### src/rtl/memory_access_controller.sv
// Decodes a byte address into one of three word-addressed memories and sequences
// a single write or read access, finishing with a one-cycle Ready (and Error) pulse.
module memory_access_controller #(
    parameter logic [31:0] BASE_1       = 32'h0000_0000,
    parameter logic [31:0] BASE_2       = 32'h0000_1000,
    parameter logic [31:0] BASE_3       = 32'h0000_2000,
    parameter int unsigned REGION_BYTES = 4096,
    parameter int unsigned READ_LATENCY = 1
) (
    input  logic        clk,
    input  logic        reset,
    input  logic        Req,
    input  logic        WE,
    input  logic [31:0] Address,
    input  logic [31:0] WriteData,
    output logic [9:0]  MemAddress,
    output logic [31:0] MemWriteData,
    output logic        WE_1,
    output logic        WE_2,
    output logic        WE_3,
    output logic [1:0]  MemorySelector,
    output logic        Ready,
    output logic        Error
);

    typedef enum logic [2:0] {IDLE, ACCESS, WAIT, DONE, ERR} state_t;

    state_t      state_q, state_d;
    logic [2:0]  cnt_q, cnt_d;
    logic [1:0]  sel_q, sel_d;
    logic [9:0]  addr_q, addr_d;
    logic [31:0] wdata_q, wdata_d;
    logic        wr_q, wr_d;
    logic [2:0]  strobe_q, strobe_d;
    logic        ready_q, ready_d;
    logic        error_q, error_d;

    logic [2:0]  hit;
    logic [31:0] offset [3];

    // Offset is only meaningful once Address >= base, so the upper bound never overflows.
    for (genvar gi = 0; gi < 3; gi++) begin : g_region
        localparam logic [31:0] BASE = (gi == 0) ? BASE_1 : (gi == 1) ? BASE_2 : BASE_3;
        assign offset[gi] = Address - BASE;
        assign hit[gi]    = (Address >= BASE) && (offset[gi] < 32'(REGION_BYTES));
    end

    logic        dec_hit;
    logic [1:0]  dec_sel;
    logic [31:0] dec_off;
    logic        aligned;

    // Lowest-numbered region wins if parameters ever make regions overlap.
    always_comb begin
        dec_hit = 1'b0;
        dec_sel = 2'b11;
        dec_off = '0;
        for (int i = 2; i >= 0; i--) begin
            if (hit[i]) begin
                dec_hit = 1'b1;
                dec_sel = 2'(i);
                dec_off = offset[i];
            end
        end
    end

    assign aligned = (Address[1:0] == 2'b00);

    always_comb begin
        state_d  = state_q;
        cnt_d    = cnt_q;
        sel_d    = sel_q;
        addr_d   = addr_q;
        wdata_d  = wdata_q;
        wr_d     = wr_q;
        strobe_d = 3'b000;
        ready_d  = 1'b0;
        error_d  = 1'b0;
        case (state_q)
            IDLE: begin
                if (Req) begin
                    if (dec_hit && aligned) begin
                        state_d  = ACCESS;
                        wr_d     = WE;
                        sel_d    = dec_sel;
                        addr_d   = 10'(dec_off >> 2);
                        wdata_d  = WriteData;
                        strobe_d = WE ? (3'b001 << dec_sel) : 3'b000;
                    end else begin
                        state_d = ERR;
                        sel_d   = 2'b11;
                        ready_d = 1'b1;
                        error_d = 1'b1;
                    end
                end
            end
            ACCESS: begin
                if (wr_q) begin
                    state_d = DONE;
                    ready_d = 1'b1;
                end else begin
                    state_d = WAIT;
                    cnt_d   = 3'(READ_LATENCY);
                end
            end
            WAIT: begin
                if (cnt_q <= 3'd1) begin
                    state_d = DONE;
                    cnt_d   = 3'd0;
                    ready_d = 1'b1;
                end else begin
                    cnt_d = cnt_q - 3'd1;
                end
            end
            DONE:    state_d = IDLE;
            ERR:     state_d = IDLE;
            default: state_d = IDLE;
        endcase
    end

    always_ff @(posedge clk) begin
        if (reset) begin
            state_q  <= IDLE;
            cnt_q    <= '0;
            sel_q    <= 2'b00;
            addr_q   <= '0;
            wdata_q  <= '0;
            wr_q     <= 1'b0;
            strobe_q <= 3'b000;
            ready_q  <= 1'b0;
            error_q  <= 1'b0;
        end else begin
            state_q  <= state_d;
            cnt_q    <= cnt_d;
            sel_q    <= sel_d;
            addr_q   <= addr_d;
            wdata_q  <= wdata_d;
            wr_q     <= wr_d;
            strobe_q <= strobe_d;
            ready_q  <= ready_d;
            error_q  <= error_d;
        end
    end

    assign MemAddress     = addr_q;
    assign MemWriteData   = wdata_q;
    assign MemorySelector = sel_q;
    assign WE_1           = strobe_q[0];
    assign WE_2           = strobe_q[1];
    assign WE_3           = strobe_q[2];
    assign Ready          = ready_q;
    assign Error          = error_q;

endmodule
### config.mk
export PLATFORM = sky130hd
export DESIGN_NAME = memory_access_controller
export DESIGN_NICKNAME = d
export VERILOG_FILES = /design/src/rtl/memory_access_controller.sv
export SDC_FILE = /design/constraint.sdc
export NUM_CORES = 1
export LEC_CHECK = 0
export ABC_AREA = 1
export BUFFER_PORTS_ARGS = -buffer_cell sky130_fd_sc_hd__clkbuf_2
export CORE_MARGIN = 4
export CORE_UTILIZATION = 30
export CTS_BUF_LIST = sky130_fd_sc_hd__clkbuf_16
export DETAILED_ROUTE_END_ITERATION = 10
export GPL_TIMING_DRIVEN = 1
export PLACE_DENSITY_LB_ADDON = 0.25
export SLEW_MARGIN = 20
export SYNTH_ARGS = -nofsm -noshare
export SYNTH_HDL_FRONTEND = slang
export SYNTH_SLANG_ARGS = --single-unit
### constraint.sdc
create_clock -name clk -period 4 [get_ports clk]
set_clock_uncertainty 0.05 [all_clocks]
set_input_delay 0.4 -clock clk [delete_from_list [all_inputs] [get_ports clk]]
set_output_delay 0.4 -clock clk [all_outputs]
set_load 0.03 [all_outputs]
# Word level (Yosys, flattened, before mapping)
# Index checks and enable logic that the tools add are counted.
[totals]
inputBits = 68
ff_bits = 56
elab_cells = 65
[op_classes]
n_shift = 1
bitwise = 4
n_addsub = 3
reduce_logical = 13
order_cmp = 7
n_mux = 23
eq_ne = 5
[ops]
columns = ["cell", "n"]
rows = [
  ["32-bit by 13-bit less-than comparator with 1-bit output (second input constant)", 3],
  ["12-bit 2-to-1 mux", 3],
  ["32-bit by 1-bit greater-or-equal comparator with 1-bit output (second input constant)", 1],
  ["32-bit by 13-bit greater-or-equal comparator with 1-bit output (second input constant)", 1],
  ["32-bit by 14-bit greater-or-equal comparator with 1-bit output (second input constant)", 1],
  ["32-bit by 13-bit subtractor with 32-bit output (second input constant)", 1],
  ["32-bit by 14-bit subtractor with 32-bit output (second input constant)", 1],
  ["3-bit 2-to-1 mux", 5],
  ["1-bit 2-to-1 mux", 9],
  ["3-bit case mux with 3 select lines", 1],
  ["2-bit 2-to-1 mux", 3],
  ["2-bit != test (second input constant)", 3],
  ["3-bit case mux with 2 select lines", 1],
  ["2-bit AND reduction", 3],
  ["5-bit OR reduction", 1],
  ["1-bit logical AND", 4],
  ["1-bit inverter", 4],
  ["3-bit by 1-bit == test with 1-bit output (second input constant)", 1],
  ["3-bit by 2-bit == test with 1-bit output (second input constant)", 1],
  ["3-bit by 1-bit <= comparator with 1-bit output (second input constant)", 1],
  ["3-bit zero test", 1],
  ["1-bit case mux with 3 select lines", 1],
  ["3-bit AND reduction", 1],
  ["1-bit by 2-bit left shift with 3-bit output (first input constant)", 1],
  ["4 further kinds", 4],
]

# Logic depth before layout (Yosys ltp)
# Gate-level depths: netlist (run 1).
[logic_depth]
word_depth = 10
mapped_depth = 19
depth_no_buf = 18

# Least setup slack after synthesis (run 1)
# No wires, ideal clock.
[synth_path]
kind = "input to register"
startpoint = "in Address[13]"
endpoint = "reg addr_q[9] (netlist: MemAddress[9])"
t_required_ps = 3837
setup_slack_ps = 1619
path_buffers = 3
setup_time_ps = 113
t_arrival_ps = 2218
path_stages = 16
cell_sequence = "inv_1 ha_1 buf_2 nand2_1 nor2_4 nor2_1 nor2_1 nand4_1 nor2_1 nand2_1 nand3_2 nand3_4 buf_6 buf_6 nor2_1 nor2_1"
[synth_between]
elab_chain_len = 8
word_cells_on_any_way = 19
classes_between = "add/sub (2); order compare (6); mux (6); reduce/logical (5)"
[synth_rtl]
columns = ["element", "line", "source"]
rows = [
  ["from (decl)", "14", "input logic [31:0] Address,"],
  ["32-bit by 14-bit subtractor with 32-bit output", "44", "assign offset[gi] = Address - BASE;"],
  ["32-bit by 13-bit less-than comparator with 1-bit output", "45", "assign hit[gi] = (Address >= BASE) && (offset[gi] < 32'(REGION_BYTES));"],
  ["1-bit logical AND", "45", ""],
  ["1-bit 2-to-1 mux (3 in series)", "59", "if (hit[i]) begin"],
  ["1-bit logical AND", "82", "if (dec_hit && aligned) begin"],
  ["3-bit AND reduction (no source line)", "-", ""],
  ["to (signal assigned)", "136", "addr_q <= addr_d;"],
  ["to (decl)", "31", "logic [9:0] addr_q, addr_d;"],
]
# Several ways; a longest one is shown, not always the timed one.
# A chain may end at the register's enable or synchronous reset.

# Final worst setup path (run 1)
[layout_path]
startpoint = "in Address[13]"
endpoint = "reg wdata_q[20] (netlist: MemWriteData[20])"
[layout_between]
elab_chain_len = 8
word_cells_on_any_way = 16
classes_between = "add/sub (2); order compare (6); mux (3); reduce/logical (5)"
[layout_rtl]
columns = ["element", "line", "source"]
rows = [
  ["32-bit by 14-bit subtractor with 32-bit output", "44", ""],
  ["32-bit by 13-bit less-than comparator with 1-bit output", "45", ""],
  ["1-bit logical AND", "45", ""],
  ["1-bit 2-to-1 mux (2 in series)", "59", ""],
  ["1-bit 2-to-1 mux *", "59", ""],
  ["1-bit logical AND *", "82", ""],
  ["3-bit AND reduction (no source line) *", "-", ""],
  ["to (signal assigned)", "137", "wdata_q <= wdata_d;"],
  ["to (decl)", "32", "logic [31:0] wdata_q, wdata_d;"],
]
# Every way passes the cells marked *; elsewhere a longest branch is shown, timed or not.

==> metrics.txt, run 1 <==
# TYPE chip_impl_metric gauge
chip_impl_metric{name="count_of_pins_over_their_slew_limit",unit=""} 0
chip_impl_metric{name="seq_area_frac_synth",unit=""} 0.328
chip_impl_metric{name="drt_wl_total",unit="mm"} 9.51
chip_impl_metric{name="track_usage",unit=""} 0.142
chip_impl_metric{name="clk_latency",unit="ns"} 0.29
chip_impl_metric{name="max_clock_freq",unit="GHz"} 0.316
chip_impl_metric{name="portBuffers",unit=""} 116
chip_impl_metric{name="cts-htree-levels",unit=""} 2
chip_impl_metric{name="async_reset_ff_frac",unit=""} 0
chip_impl_metric{name="ys_seq_elements",unit=""} 56
chip_impl_metric{name="n_antenna_cell",unit=""} 0
chip_impl_metric{name="dpl.hpwl",unit="mm"} 7.64
chip_impl_metric{name="synthesis_to_finish_area_growth",unit="%"} 25.3
chip_impl_metric{name="synth_edf_count",unit=""} 0
chip_impl_metric{name="wire_per_inst",unit="um"} 11.4
chip_impl_metric{name="grt_pass1_wl",unit="mm"} 15.5
chip_impl_metric{name="timing_hold_violations_final",unit=""} 0
chip_impl_metric{name="area_of_the_mapped_netlist",unit="sq um"} 3420
chip_impl_metric{name="worst_path_largest_cell_delay",unit="ns"} 0.44
chip_impl_metric{name="worst-endpoint-arrival",unit="ns"} 3.30
chip_impl_metric{name="first_global_vias",unit=""} 3391
chip_impl_metric{name="cts.reportedPaths.clkPinSlew",unit="ns"} 0.07
chip_impl_metric{name="crit_fanout",unit=""} 52
chip_impl_metric{name="synth.net_count",unit=""} 657
chip_impl_metric{name="synth.lib_cells_used.distinct",unit=""} 35
chip_impl_metric{name="max_slew_headroom_at_the_worst_pin",unit=""} 0.535
chip_impl_metric{name="route.vias.total",unit=""} 3696
chip_impl_metric{name="setup_total_negative_slack",unit="ns"} 0
chip_impl_metric{name="cts-buffers-inserted",unit=""} 5
chip_impl_info{name="setup.worst_path.end_class",value="flop"} 1
chip_impl_metric{name="post-synth-top-area-fraction",unit=""} 0.328
chip_impl_metric{name="viasPerCell",unit=""} 4.43
chip_impl_info{name="cp_common_cell",value="nand2_1"} 1
chip_impl_metric{name="clock_sinks",unit=""} 56
chip_impl_metric{name="floorplan.die.height",unit="um"} 115
chip_impl_metric{name="num-nets-final",unit=""} 766
chip_impl_metric{name="placed_cell_area",unit="sq um"} 4120
chip_impl_info{name="most_instantiated_library_cell_after_synthesis",value="nand2_1"} 1
chip_impl_metric{name="grt_remaining_overflow",unit=""} 0
chip_impl_metric{name="netlist_instances",unit=""} 585
chip_impl_info{name="clk_root_buffer_cell",value="clkbuf_16"} 1
chip_impl_metric{name="syn_area_per_cell",unit="sq um"} 5.84
chip_impl_info{name="crit_chain",value="clkbuf_2, inv_1, ha_1, nand2_1, inv_1, nand2_1, nor2_1, nand2_1, nand2_1, nand2_1, a21oi_1, nand3_1, nand3_2, nand3_4, buf_12, nor2_1, nor2_1"} 1
chip_impl_metric{name="floorplan.die_area",unit="sq um"} 13200
chip_impl_metric{name="stdcell_area",unit="sq um"} 4280
chip_impl_metric{name="pin_count",unit=""} 117
chip_impl_metric{name="cts.repair.resized",unit=""} 0
chip_impl_metric{name="place_ws",unit="ns"} 0.529
chip_impl_metric{name="ys_warn_count",unit=""} 0
chip_impl_metric{name="min_period_over_period",unit=""} 0.792
chip_impl_info{name="most_common_flop_cell_mapped_by_yosys",value="dfxtp_1"} 1
chip_impl_metric{name="cell_leakage_power",unit="nW"} 2.34
chip_impl_metric{name="floorplan.initialDensity",unit=""} 0.311
chip_impl_metric{name="drt_pre_antenna_iters",unit=""} 5
chip_impl_info{name="clock_tree_from_tritoncts",value="done"} 1
chip_impl_metric{name="largest_net_degree_at_the_start_of_global_routing",unit=""} 53
chip_impl_info{name="yosys-top-cells-count",value="186 x nand2_1, 130 x nor2_1, 87 x inv_1, 56 x dfxtp_1, 33 x nand3_1"} 1
chip_impl_metric{name="die-width",unit="um"} 115
chip_impl_info{name="synth.area.top_cells",value="dfxtp_1 33%, nand2_1 20%, nor2_1 14%"} 1
chip_impl_metric{name="timing.final.setup_violations",unit=""} 0
chip_impl_metric{name="final_core_utilization",unit=""} 0.390
chip_impl_metric{name="power_density",unit="nW/um^2"} 277
chip_impl_metric{name="ir_worst_vdd",unit="mV"} 0.162
chip_impl_metric{name="post_cts.repair.setup_buffers",unit=""} 0
chip_impl_metric{name="std_cell_rows",unit=""} 38
chip_impl_metric{name="route.antenna.remaining_nets",unit=""} 0
chip_impl_info{name="timing.hold.worst.class",value="primary input to flop"} 1
chip_impl_metric{name="gpl.final_weighted_congestion",unit=""} 0.972
chip_impl_info{name="synth.largest_area_cell",value="dfxtp_1"} 1
chip_impl_metric{name="clock_tree_buffer_depth",unit=""} 2
chip_impl_metric{name="fraction_of_layout_instances_using_a_drive_strength_above_1",unit=""} 0.207
chip_impl_metric{name="worst-slew-pin-transition",unit="ns"} 0.697
chip_impl_metric{name="period_needed",unit="ns"} 3.17
chip_impl_metric{name="first_iter_violations",unit=""} 197
chip_impl_metric{name="placeable_core_region",unit="sq um"} 11000
chip_impl_info{name="crit_path_top_delay_cell",value="nand3_4"} 1
chip_impl_info{name="outcome",value="finished, final reports clean"} 1
chip_impl_metric{name="drt_drc_violations_left",unit=""} 0
chip_impl_info{name="grt_setup_unrepaired",value="false"} 1
chip_impl_metric{name="grt_antenna_before_repair",unit=""} 0
chip_impl_metric{name="worst-endpoint-required",unit="ns"} 4.14
chip_impl_info{name="crit_path_start_kind",value="primary input"} 1
chip_impl_metric{name="timing.hold.ws",unit="ns"} 0.279
chip_impl_metric{name="post-route-worst-setup-slack",unit="ns"} 0.834
chip_impl_metric{name="post_cts_hold_buffer_count",unit=""} 0
chip_impl_info{name="critical_path_class",value="primary input to flop"} 1
chip_impl_metric{name="drv.max_cap_violation_count",unit=""} 0
worst paths after layout:
kind	from	to	slack, ns	cells after the start
setup reg to reg	state_q[0]	MemWriteData[20]	1.92	7
hold reg to reg	cnt_q[1]	cnt_q[1]	0.44	2
setup / recovery	Address[13]	MemWriteData[20]	0.83	17
hold / removal	WriteData[8]	MemWriteData[8]	0.28	3
where the power goes:
| group | switching [W] | internal, W |
|---|---|---|
| registers | 0.00000142 | 0.000560 |
| clock network | 0.000199 | 0.000294 |
| logic | 0.0000850 | 0.0000483 |
flip-flops by register name, indices dropped and copies added, names as in the netlist, 2 cells and up:
register        count
MemWriteData       32
MemAddress         10
cnt_q               3
state_q             3
strobe_q            3
MemorySelector      2
layout make-up:
cell class,count,area (sq um)
Tap cell,140,175
Multi-Input combinational cell,425,1880
Clock inverter,3,42.5
Inverter,88,330
Fill cell,1189,6700
Timing Repair Buffer,118,608
Clock buffer,5,125
Sequential cell,56,1120
cells by family after synthesis:
family	Yosys count	share of synthesized area
compound gates	31	0.0524
fa+ha+maj	4	0.0146
simple gates	387	0.476
buf+inv	104	0.122
xor+xnor	3	0.00769
flops	56	0.328
cells in the final DEF (no fill, tap or decap), types with 2 or more instances in the layout:
cell	count
dfxtp_1	56
nor2_1	130
nor3_1	7
and2_1	2
inv_1	87
nor2_4	4
o21ai_0	12
ha_1	4
a211oi_1	3
a21oi_1	9
clkbuf_2	116
nand3_1	33
clkbuf_16	5
xor2_1	2
nand2_1	186
nand4_1	7
o21bai_1	2
nand2_2	3
nor2_2	7
through the flow:
step | power (W) | std cells
2_1_floorplan | 0.000644 | 585
3_3_place_gp | 0.000711 | 827
3_5_place_dp | 0.000709 | 827
4_1_cts | 0.00121 | 835
5_1_grt | 0.00125 | 835
6_report | 0.00119 | 835
metal layers:
metal | track usage | up-vias | wire length, um
li1 | - | 1989 | -
met1 | 0.193 | 1585 | 4340
met2 | 0.231 | 103 | 4420
met3 | 0.0254 | 19 | 516
met4 | 0.0438 | 0 | 233
met5 | 0 | - | 0
critical path: cells and delay by family:
family	cells	cell delay (ns)
buffers and inverters	4	0.79
and+or+nand+nor	11	1.56
adders and majority gates	1	0.42
AOI/OAI and AO/OA	1	0.11
(Power assumes the default switching activity.)
==> inputs of run 2 (changes only) <==
- ABC_AREA: 1 -> 0
- clock period: 4 -> 2.72 ns (I/O delays scaled with it)
==> metrics.txt, run 2 <==
# TYPE chip_impl_metric gauge
chip_impl_metric{name="synth.lib_cells_used.distinct",unit=""} 60
chip_impl_metric{name="gpl.final_weighted_congestion",unit=""} 0.978
chip_impl_metric{name="ys_seq_elements",unit=""} 56
chip_impl_metric{name="placed_cell_area",unit="sq um"} 4410
chip_impl_metric{name="grt_remaining_overflow",unit=""} 0
chip_impl_metric{name="largest_net_degree_at_the_start_of_global_routing",unit=""} 41
chip_impl_metric{name="async_reset_ff_frac",unit=""} 0
chip_impl_info{name="clk_root_buffer_cell",value="clkbuf_16"} 1
chip_impl_metric{name="flip_flop_count_of_the_largest_register_all_copies_and_words_added",unit=""} 32
chip_impl_metric{name="cell_leakage_power",unit="nW"} 1.84
chip_impl_metric{name="timing.final.setup_violations",unit=""} 0
chip_impl_info{name="outcome",value="finished, final reports clean"} 1
chip_impl_metric{name="timing_hold_violations_final",unit=""} 0
chip_impl_metric{name="dpl.hpwl",unit="mm"} 7.83
chip_impl_metric{name="syn_area_per_cell",unit="sq um"} 8.89
chip_impl_metric{name="viasPerCell",unit=""} 5.00
chip_impl_metric{name="drt_pre_antenna_iters",unit=""} 4
chip_impl_metric{name="clock_tree_buffer_depth",unit=""} 2
chip_impl_info{name="timing.hold.worst.class",value="primary input to flop"} 1
chip_impl_metric{name="route.antenna.remaining_nets",unit=""} 0
chip_impl_info{name="synth.largest_area_cell",value="dfxtp_1"} 1
chip_impl_metric{name="place_ws",unit="ns"} -0.264
chip_impl_info{name="setup.worst_path.end_class",value="flop"} 1
chip_impl_info{name="critical_path_class",value="primary input to flop"} 1
chip_impl_info{name="most_instantiated_library_cell_after_synthesis",value="nand2b_1"} 1
chip_impl_metric{name="fraction_of_layout_instances_using_a_drive_strength_above_1",unit=""} 0.352
chip_impl_info{name="timing.critical_path.from",value="Address[29]"} 1
chip_impl_metric{name="worst-slew-pin-transition",unit="ns"} 0.464
chip_impl_metric{name="synthesis_to_finish_area_growth",unit="%"} 34.5
chip_impl_metric{name="synth_edf_count",unit=""} 0
chip_impl_metric{name="floorplan.initialDensity",unit=""} 0.312
chip_impl_info{name="most_common_flop_cell_mapped_by_yosys",value="dfxtp_1"} 1
chip_impl_metric{name="drv.max_cap_violation_count",unit=""} 0
chip_impl_metric{name="power_density",unit="nW/um^2"} 394
chip_impl_metric{name="ir_worst_vdd",unit="mV"} 0.347
chip_impl_metric{name="count_of_pins_over_their_slew_limit",unit=""} 0
chip_impl_metric{name="post-synth-top-area-fraction",unit=""} 0.324
chip_impl_metric{name="wire_per_inst",unit="um"} 14.6
chip_impl_metric{name="die-width",unit="um"} 115
chip_impl_info{name="hold_path.startpoint",value="Address[2]"} 1
chip_impl_metric{name="cts.reportedPaths.clkPinSlew",unit="ns"} 0.07
chip_impl_metric{name="drt_wl_total",unit="mm"} 9.80
chip_impl_metric{name="portBuffers",unit=""} 116
chip_impl_metric{name="cts-buffers-inserted",unit=""} 5
chip_impl_metric{name="clock_sinks",unit=""} 56
chip_impl_info{name="synth.area.top_cells",value="dfxtp_1 32%, nand2b_1 16%, mux2i_1 13%"} 1
chip_impl_metric{name="final_core_utilization",unit=""} 0.420
chip_impl_metric{name="floorplan.die_area",unit="sq um"} 13300
chip_impl_info{name="yosys-top-cells-count",value="90 x nand2b_1, 56 x dfxtp_1, 45 x mux2i_1, 21 x clkbuf_1, 17 x nor2_1"} 1
chip_impl_metric{name="clk_latency",unit="ns"} 0.29
chip_impl_metric{name="post-route-worst-setup-slack",unit="ns"} 0.0701
chip_impl_metric{name="fillerInstances",unit=""} 1119
chip_impl_metric{name="num-nets-final",unit=""} 603
chip_impl_metric{name="first_iter_violations",unit=""} 230
chip_impl_metric{name="placeable_core_region",unit="sq um"} 11100
chip_impl_metric{name="stdcell_area",unit="sq um"} 4650
chip_impl_metric{name="max_slew_headroom_at_the_worst_pin",unit=""} 0.686
chip_impl_metric{name="min_period_over_period",unit=""} 0.974
chip_impl_metric{name="pin_count",unit=""} 117
chip_impl_info{name="worstReg2RegStart",value="state_q[0]"} 1
chip_impl_metric{name="floorplan.die.height",unit="um"} 115
chip_impl_metric{name="first_global_vias",unit=""} 3160
chip_impl_info{name="most_common_library_cell_in_the_layout_ignoring_fill_and_taps",value="clkbuf_2"} 1
chip_impl_metric{name="max_clock_freq",unit="GHz"} 0.377
chip_impl_metric{name="grt_pass1_wl",unit="mm"} 15.2
chip_impl_metric{name="worst-endpoint-arrival",unit="ns"} 2.82
chip_impl_metric{name="total_power_consumption",unit="W"} 0.00183
chip_impl_metric{name="route.vias.total",unit=""} 3358
chip_impl_metric{name="dp_cells",unit=""} 661
chip_impl_metric{name="track_usage",unit=""} 0.138
chip_impl_metric{name="cts-htree-levels",unit=""} 2
chip_impl_metric{name="area_of_the_mapped_netlist",unit="sq um"} 3460
chip_impl_metric{name="std_cell_rows",unit=""} 38
chip_impl_metric{name="seq_area_frac_synth",unit=""} 0.324
chip_impl_metric{name="ys_warn_count",unit=""} 0
chip_impl_metric{name="worst-endpoint-required",unit="ns"} 2.89
chip_impl_metric{name="netlist_instances",unit=""} 389
chip_impl_metric{name="drt_drc_violations_left",unit=""} 0
chip_impl_info{name="most-common-layout-cells",value="116 x clkbuf_2, 90 x nand2b_1, 56 x dfxtp_1"} 1
chip_impl_metric{name="crit_fanout",unit=""} 10
chip_impl_metric{name="instances_no_fill",unit=""} 672
chip_impl_metric{name="grt_antenna_before_repair",unit=""} 0
chip_impl_info{name="crit_path_start_kind",value="primary input"} 1
chip_impl_metric{name="n_antenna_cell",unit=""} 0
chip_impl_info{name="clock_tree_from_tritoncts",value="done"} 1
chip_impl_metric{name="synth.net_count",unit=""} 461
chip_impl_metric{name="period_needed",unit="ns"} 2.65
-- run 2: changes by cell type in the layout (fill, tap and decap cells not counted), moves of 45 or more --
cell,change
nand2_1,-178
nor2_1,-113
nand2b_1,+90
inv_1,-80
buf_4,+45
mux2i_1,+45
-- run 2: worst paths after layout --
path,slack [ns],endpoint,cells after the start
min reg2reg,0.42,MemAddress[2],2
min,0.17,MemAddress[0],3
max,0.07,MemWriteData[8],10
max reg2reg,0.68,MemWriteData[8],8
-- run 2: repair_timing --
| item | CTS | global route |
|---|---|---|
| endpoints found under the setup margin | 0 | 34 |
| buffers inserted | 0 | 2 |
| hold buffers | 0 | 0 |
| gates resized for setup | 0 | 5 |
-- run 2: report_power, final --
part | switching (W) | internal [W] | leakage [nW]
clock network | 0.000292 | 0.000435 | 0.0856
logic | 0.000143 | 0.000132 | 1.30
registers | 0.00000346 | 0.000825 | 0.452
total | 0.000438 | 0.00139 | 1.84
-- run 2: final cells by class --
| class | instances | area, sq um | area share |
|---|---|---|---|
| Clock buffer | 5 | 125 | 0.0269 |
| Clock inverter | 3 | 42.5 | 0.00915 |
| Inverter | 6 | 22.5 | 0.00484 |
| Multi-Input combinational cell | 297 | 2170 | 0.467 |
| Sequential cell | 56 | 1120 | 0.241 |
| Tap cell | 140 | 175 | 0.0377 |
| Timing Repair Buffer | 165 | 991 | 0.213 |
-- run 2: per-stage QoR --
step	setup TNS [ns]	hold WS (ns)
after floorplan	0	0.377
after global placement	-9.01	0.407
after detailed placement	-10.06	0.416
after CTS	0	0.167
after global routing	-0.00569	0.179
final	0	0.174
-- run 2: cells by family (layout without fill, tap and decap cells) --
family | Yosys count | in the layout | share of synthesized area
compound gates | 57 | 57 | 0.125
xor+xnor | 5 | 5 | 0.0127
fa+ha+maj | 4 | 4 | 0.0145
buf+inv | 36 | 179 | 0.0630
flops | 56 | 56 | 0.324
mux | 45 | 45 | 0.130
simple gates | 186 | 186 | 0.330
-- run 2: worst max-delay path, stage by stage --
cell       delay [ns]
clkbuf_2         0.09
or4_1            0.56
a2111o_1         0.44
a2111oi_4        0.31
nand4_1          0.17
o21a_1           0.25
a21boi_4         0.21
buf_4            0.16
clkbuf_16        0.16
mux2i_1          0.19
-- run 2: metal layers --
metal  global-route usage  routed length [um]  up-vias
met4               0.0321                 193        0
met3               0.0326                 931       19
met5                    0                   0        -
met1                0.195                4430     1541
met2                0.215                4240      125
li1                     -                   -     1673
